`config.mk`:
```
export PLATFORM = sky130hd
export DESIGN_NAME = tabela_scan
export DESIGN_NICKNAME = d
export VERILOG_FILES = /design/src/rtl/tabela_scan.sv
export SDC_FILE = /design/constraint.sdc
export NUM_CORES = 1
export LEC_CHECK = 0
export CAP_MARGIN = 25
export CORE_UTILIZATION = 50
export CTS_CLUSTER_DIAMETER = 80
export DETAILED_ROUTE_END_ITERATION = 10
export HOLD_SLACK_MARGIN = 0.05
export PLACE_DENSITY_LB_ADDON = 0.08
export SLEW_MARGIN = 20
export SYNTH_ARGS = -nofsm -noshare
export SYNTH_HDL_FRONTEND = slang
export SYNTH_SLANG_ARGS = --single-unit
```
`constraint.sdc`:
```
create_clock -name clk -period 1.65 [get_ports clk]
set_input_delay 0.4125 -clock clk [delete_from_list [all_inputs] [get_ports clk]]
set_output_delay 0.4125 -clock clk [all_outputs]
set_load 0.1 [all_outputs]
```
`src/rtl/tabela_scan.sv`:
```
// tabela_scan: applies the eight vectors {a,b,c}=000..111 to a 3-input
// function under test, waits SETTLE cycles per vector, then samples s_in
// into table_out. When the scan completes, table_out is compared with the
// live `expected` input.
//
// Ports:
//   clk, rst_n        clock and asynchronous active-low reset
//   start             scan request; ignored while busy
//   s_in              response of the function under test
//   expected[7:0]     reference truth table, bit i for vector i
//   a, b, c           stimulus outputs (a is the MSB of the vector index)
//   busy              scan in progress
//   done              scan complete, results valid
//   table_out[7:0]    captured truth table
//   match             table_out == expected (combinational)
//   mismatch_idx[2:0] lowest differing index, 0 on match (combinational)
module tabela_scan #(
  parameter int unsigned SETTLE = 1
) (
  input  logic       clk,
  input  logic       rst_n,
  input  logic       start,
  input  logic       s_in,
  input  logic [7:0] expected,
  output logic       a,
  output logic       b,
  output logic       c,
  output logic       busy,
  output logic       done,
  output logic [7:0] table_out,
  output logic       match,
  output logic [2:0] mismatch_idx
);

  localparam int unsigned IDX_W = 3;
  localparam int unsigned CNT_W = 4;
  localparam int unsigned TBL_W = 8;

  typedef enum logic [1:0] {
    IDLE     = 2'd0,
    SETTLE_W = 2'd1,
    SAMPLE   = 2'd2,
    DONE     = 2'd3
  } state_e;

  // With no settle time each vector is sampled on the cycle after it is driven.
  localparam state_e FIRST_ST = (SETTLE == 0) ? SAMPLE : SETTLE_W;

  state_e             state_q, state_d;
  logic [IDX_W-1:0]   idx_q, idx_d;
  logic [CNT_W-1:0]   cnt_q, cnt_d;
  logic               busy_q, busy_d;
  logic               done_q, done_d;
  logic [TBL_W-1:0]   table_q, table_d;
  logic [TBL_W-1:0]   diff;

  // State and datapath registers.
  always_ff @(posedge clk or negedge rst_n) begin
    if (!rst_n) begin
      state_q <= IDLE;
      idx_q   <= '0;
      cnt_q   <= '0;
      busy_q  <= 1'b0;
      done_q  <= 1'b0;
      table_q <= '0;
    end else begin
      state_q <= state_d;
      idx_q   <= idx_d;
      cnt_q   <= cnt_d;
      busy_q  <= busy_d;
      done_q  <= done_d;
      table_q <= table_d;
    end
  end

  // Next-state and datapath update.
  always_comb begin
    state_d = state_q;
    idx_d   = idx_q;
    cnt_d   = cnt_q;
    busy_d  = busy_q;
    done_d  = done_q;
    table_d = table_q;
    unique case (state_q)
      IDLE, DONE: begin
        if (start) begin
          idx_d   = '0;
          cnt_d   = '0;
          table_d = '0;
          done_d  = 1'b0;
          busy_d  = 1'b1;
          state_d = FIRST_ST;
        end
      end
      SETTLE_W: begin
        cnt_d = cnt_q + CNT_W'(1);
        // Leave after exactly SETTLE cycles in this state.
        if (({1'b0, cnt_q} + (CNT_W+1)'(1)) == (CNT_W+1)'(SETTLE)) begin
          state_d = SAMPLE;
        end
      end
      SAMPLE: begin
        table_d[idx_q] = s_in;
        if (idx_q == IDX_W'(7)) begin
          busy_d  = 1'b0;
          done_d  = 1'b1;
          state_d = DONE;
        end else begin
          idx_d   = idx_q + IDX_W'(1);
          cnt_d   = '0;
          state_d = FIRST_ST;
        end
      end
      default: state_d = IDLE;
    endcase
  end

  // Stimulus is the registered vector index; it rests at 111 in DONE.
  assign a = idx_q[2];
  assign b = idx_q[1];
  assign c = idx_q[0];

  assign busy      = busy_q;
  assign done      = done_q;
  assign table_out = table_q;

  // Result compare against the live reference; lowest differing bit wins.
  assign diff  = table_q ^ expected;
  assign match = (diff == '0);

  always_comb begin
    mismatch_idx = '0;
    for (int i = TBL_W - 1; i >= 0; i--) begin
      if (diff[i]) mismatch_idx = IDX_W'(i);
    end
  end

endmodule

```
# [Yosys cells after proc, flatten, opt, wreduce, memory -nomap -nowiden]
# Index checks and enable logic that the tools add are counted.
[totals] register_bits=19 inputBits=12 output_inout_bits=17
[op_classes] add_sub_neg=3 magnitude_cmp=2 n_eq_ne=9 mux=29 bitwise_logic=1 n_reduce_logical=10
[op_table] cell="3-bit 2-to-1 mux" count=10
[op_table] cell="8-bit one-hot mux with 2 select lines" count=1
[op_table] cell="4-bit one-hot mux with 3 select lines" count=1
[op_table] cell="8-bit bitwise mux" count=1
[op_table] cell="8-bit zero test" count=1
[op_table] cell="4-bit 2-to-1 mux" count=2
[op_table] cell="8-bit 2-to-1 mux" count=1
[op_table] cell="2-bit inequality test, second input constant" count=4
[op_table] cell="8-bit bitwise XOR" count=1
[op_table] cell="2-bit 2-to-1 mux" count=3
[op_table] cell="2-bit one-hot mux with 3 select lines" count=1
[op_table] cell="3-bit one-hot mux with 2 select lines" count=1
[op_table] cell="2-bit AND reduction" count=3
[op_table] cell="3-bit AND reduction" count=2
[op_table] cell="4-bit by 1-bit adder with 5-bit output, second input constant" count=1
[op_table] cell="5-bit by 1-bit == test with 1-bit output, second input constant" count=1
[op_table] cell="1-bit 2-to-1 mux" count=5
[op_table] cell="4-bit by 1-bit adder with 4-bit output, second input constant" count=1
[op_table] cell="2-bit == test, second input constant" count=2
[op_table] cell="3-bit by 4-bit less-than comparator with 1-bit output, second input constant" count=1
[op_table] cell="1-bit one-hot mux with 2 select lines" count=2
[op_table] cell="3-bit by 1-bit adder with 3-bit output, second input constant" count=1
[op_table] cell="1-bit demux with 3-bit select" count=1
[op_table] cell="3-bit == test, second input constant" count=1
[op_table] cell="other kinds (6)" count=6

# [Logic depth before layout (Yosys ltp)]
[logic_depth] depth_word=9 mapped_depth=8 depth_no_buf=6

# [Worst setup path after synthesis]
# No wires, ideal clock.
[synth_timing] kind="register to output" startpoint="register table_q[6] (netlist: table_out[6])" endpoint="output port mismatch_idx[1]" t_arrival_ns=3.597 required_time_ns=1.237 setup_slack_ns=-2.360 stages_incl_launch_ff=5 path_buffers=0 path_cell_list="dfrtp_1 -> xor2_1 -> nand2b_1 -> nand3b_1 -> a21boi_0"
[synth_between] elab_chain_cells=8
[synth_rtl] item="start: declaration" line="54" rtl="logic [TBL_W-1:0] table_q, table_d;"
[synth_rtl] item="start signal: assignment" line="72" rtl="table_q <= table_d;"
[synth_rtl] item="8-bit bitwise XOR" line="128" rtl="assign diff = table_q ^ expected;"
[synth_rtl] item="3-bit 2-to-1 mux (7 in a row)" line="134" rtl="if (diff[i]) mismatch_idx = IDX_W'(i);"
[synth_rtl] item="end: declaration" line="32" rtl="output logic [2:0] mismatch_idx"
# No other way between the ends.

# [Worst setup path in the final report]
[layout_timing] startpoint="register table_q[2] (netlist: table_out[2])" endpoint="output port match"
[layout_between] elab_chain_cells=2
[layout_rtl] item="8-bit bitwise XOR" line="128"
[layout_rtl] item="8-bit zero test" line="129" rtl="assign match = (diff == '0);"
[layout_rtl] item="end: declaration" line="31" rtl="output logic match,"
# No other way between the ends.

==> results.md <==
- CTS built an H-tree with a depth of 1.
- Along the worst path, the maximum fanout reaches 3.
- The library cell with the largest summed area after synthesis is dfrtp_1.
- At the worst endpoint, the required time is 1.24 ns.
- The number of nets produced by synthesis is 166.
- For this block, the via count after detailed routing is 1399.
- Walking the worst path, the cells encountered are xor2_2, and2b_2, nand2_2, nor4_4, buf_12.
- Summed over its instances, the top area cell type makes up 35.5% of the synthesized netlist area.
- The DRC violation count after routing is 0.
- The final critical path takes up 134% of the cycle.
- Measured along the y axis, the die boundary spans 53.8 microns.
- The clock slew seen by the registers of the worst setup and hold paths is 0.11 ns.
- The number of clock sinks seen by CTS is 19.
- The finished layout holds 229 standard cells, fillers aside.
- The initialized floorplan defines 18 standard-cell rows.
- In this run, placement finished with an instance count of 220.
- The run finished, with violations left.
- Among all flip-flop cells after synthesis, the most frequent one is dfrtp_1.
- The later-pin clock latency in the skew report is 0.31 ns.
- At the end of the flow, the number of nets in the layout was 219.
- The starting density of the core is 53.6%.
- The fraction of final layout cells with drive strength greater than 1 is 47.2%.
- The synthesis warning total is 0.
- The critical path is of the flip-flop to primary output type.
- After technology mapping, the gate count stands at 147.
- The number of hold-slack violations in the final timing report is 0.
- The most frequently used cell type in the post-synthesis netlist is dfrtp_1.
- The all-layer global routing usage is 34.2%.
- The clock tree from TritonCTS is done.
- Clock skew on the completed layout was measured at 0.00336 ns.
- STA classifies the critical path endpoint as a primary output.
- The final critical path time including I/O delays and setup is 2.21 ns.
- The clock tree root buffer cell is clkbuf_4.
- The startpoint type of the worst setup path is a flip-flop.
- The detail route stage leaves a number of antenna-violating nets equal to 0.
- The via count of the first global-routing pass is 1385.
- The leakage power total is 0.945 nW.
- The checks that failed: setup timing.
- Counting along the longest clock path gives a buffer depth of 2.
- The worst max-slew margin expressed relative to the limit is 77.5%.
- The final routed wire length divided by cell count is 20.1 microns.
- The final wirelength is 4.61 mm.
- 29 I/O pins were placed.
- Counting the fill cells in the layout gives 93.
- The initial antenna violation count is 0.
- Counting both buffers and inverters, the worst setup path holds a total of 1.
- The global-route wire length before repair is 6.89 mm.
- The pre-antenna-repair detailed-routing pass consisted of 4 iterations.
- Cells fill 89.4% of the core in the end.
- Summing all flip-flop and latch instances after layout gives 509 sq um.
- The peak clock frequency supported by timing is 0.453 GHz.
- The count of buffers added on input and output ports is 28.
- The sequential cell area fraction in the yosys report is 35.5%.
- On the critical path the largest part of the delay comes from simple AND/OR/NAND/NOR gates.
- The number of violations of the max-capacitance limit is 0.
- The path class of the tightest hold or removal check is primary input to async pin.
- After synthesis the netlist holds a flip-flop and latch count of 19.
- For this design the ratio of total power to cell area is 1300 mW/mm^2.
- Counting flops with a built-in enable in the synthesized netlist gives 0.
- The standard cell core area is 0.00250 sq mm.
- The count of routing violations after the opening detailed-route iteration is 65.
- The HPWL after detailed placement is 2.72 mm.
- In this run the horizontal extent of the chip is 53.8 microns.
- The final estimated routing congestion in global placement is 0.829.
- The largest individual stage delay along the critical path comes from the cell dfrtp_4.
- After synthesis, the mean cell area works out to 9.12 sq um.
- The total overflow left after global routing is 0.
- By area the synthesized netlist is led by dfrtp_1 (35%), ha_1 (6.5%), nand2_1 (5.0%).
- The number of failing setup endpoints in the final timing report is 4.
- The number of buffers added to fix hold violations after cts is 0.
- On the worst path, the slowest cell contributes a delay of 0.51 ns.
- The cell area after synthesis is 0.00134 sq mm.
- The count of antenna diodes in the layout is 0.
- Counting instances in the post-synthesis netlist gives the leading cell types as dfrtp_1 (19), nand2_1 (18), o21ai_1 (10).
- For the worst setup path, the data arrival time is 1.80 ns.
- In the final layout, the multi-input gates occupy 965 sq um.
- After layout, the worst setup slack is -0.559 ns.
- The maximum ir drop on the vdd rail is 1.38 mV.
- The distinct cell type count after synthesis is 44.
- Dividing the detail-routed via count by the number of cells gives 6.11.
- Setup repair after global routing could not meet its margin everywhere.
- The share of synthesized registers carrying an async set or reset is 100%.
- The die covers 0.00289 sq mm.
- For the pin with the worst max-slew slack, the measured transition is 0.335 ns.
- The area growth from synthesis to layout is 66.9%.
- Counting the buffers created by CTS gives 3.
- The pin count of the biggest net entering global routing is 20.
- The max-slew violation total from the final report is 0.
## through the flow
step	hold WS, ns	setup slack, ns	total power, mW	cell area (sq um)	setup TNS [ns]
3_5_place_dp	0.474	-0.617	2.44	2040	-3.87
5_1_grt	0.446	-0.647	3.08	2240	-2.20
6_report	0.431	-0.559	2.90	2240	-1.96
3_3_place_gp	0.467	-0.513	2.36	2040	-3.35
2_1_floorplan	0.117	-0.878	1.90	1450	-2.49
4_1_cts	0.465	-0.514	2.73	2160	-1.82
## cell type report
type	count	area share (%)
clock buffer	3	1.01
inverter	7	1.18
timing repair buffer	55	30.0
clock inverter	1	0.224
multi-input combinational	114	43.1
tap	30	1.68
sequential	19	22.8
## state kept, by name, indices dropped and copies added, names as in the netlist
signal and cells:
cnt_q 4, state_q 2, idx_q 3, done 1, table_out 8, busy 1
## final timing paths
kind	start	end	slack (ns)	cells past startpoint
hold reg to reg	cnt_q[3]	cnt_q[3]	0.49	1
setup / recovery	table_out[2]	match	-0.56	5
min in group clk	cnt_q[3]	cnt_q[3]	0.49	1
hold / removal	rst_n	state_q[0]	0.43	2
max in group asynchronous	rst_n	idx_q[0]	0.99	2
setup reg to reg	state_q[0]	idx_q[0]	0.03	6
## layout by cell type, fill, tap and decap left out, types with 2 or more instances in the layout
cell type,count
xor2_2,3
o21ai_1,10
dlygate4sd2_1,6
clkdlybuf4s50_1,4
nand2_1,17
nand3_1,2
a31oi_1,2
nor2_2,3
nand2_2,3
dfrtp_2,3
inv_2,2
a22o_1,5
xnor2_2,2
ha_4,3
mux2i_1,3
a21oi_1,8
nor2_1,4
inv_1,5
o21ai_0,7
nor2b_1,4
buf_12,17
buf_4,21
xor2_4,2
clkbuf_4,3
ha_1,4
o21ai_2,3
dfrtp_1,8
and2_1,2
buf_6,6
dfrtp_4,8
nand2b_1,2
## kinds of logic (layout without fill, tap and decap cells)
| group | count (synthesis) | in the layout | share of synthesized area [%] |
|---|---|---|---|
| AOI/OAI and AO/OA | 47 | 47 | 23.4 |
| and+or+nand+nor | 49 | 49 | 20.7 |
| DFF | 19 | 19 | 35.5 |
| xor gates and xnor gates | 8 | 8 | 5.23 |
| buffers and inverters | 14 | 66 | 6.35 |
| muxes | 3 | 3 | 2.24 |
| adders and majority gates | 7 | 7 | 6.54 |
## per-layer routing
| metal | share of wire (%) | vias to the layer above | track usage [%] | wire (microns) |
|---|---|---|---|---|
| met4 | 7.1 | 0 | 20.2 | 329 |
| met2 | 51 | 90 | 59.1 | 2340 |
| li1 | - | 620 | - | - |
| met5 | 0 | - | 0 | 0 |
| met1 | 36 | 654 | 39.5 | 1660 |
| met3 | 6.1 | 35 | 5.37 | 279 |
## report_power, final
part           internal [mW]  switching [mW]
Clock                 0.0907           0.151
Combinational          0.781            1.20
Sequential             0.568           0.117
## timing repair
item,4_1_cts,5_1_grt
setup buffers,2,3
resized for setup,20,9
pin swaps,11,3
gates cloned,0,0
setup endpoints to repair,6,13
No activity file was read; power rests on OpenSTA's default activity.
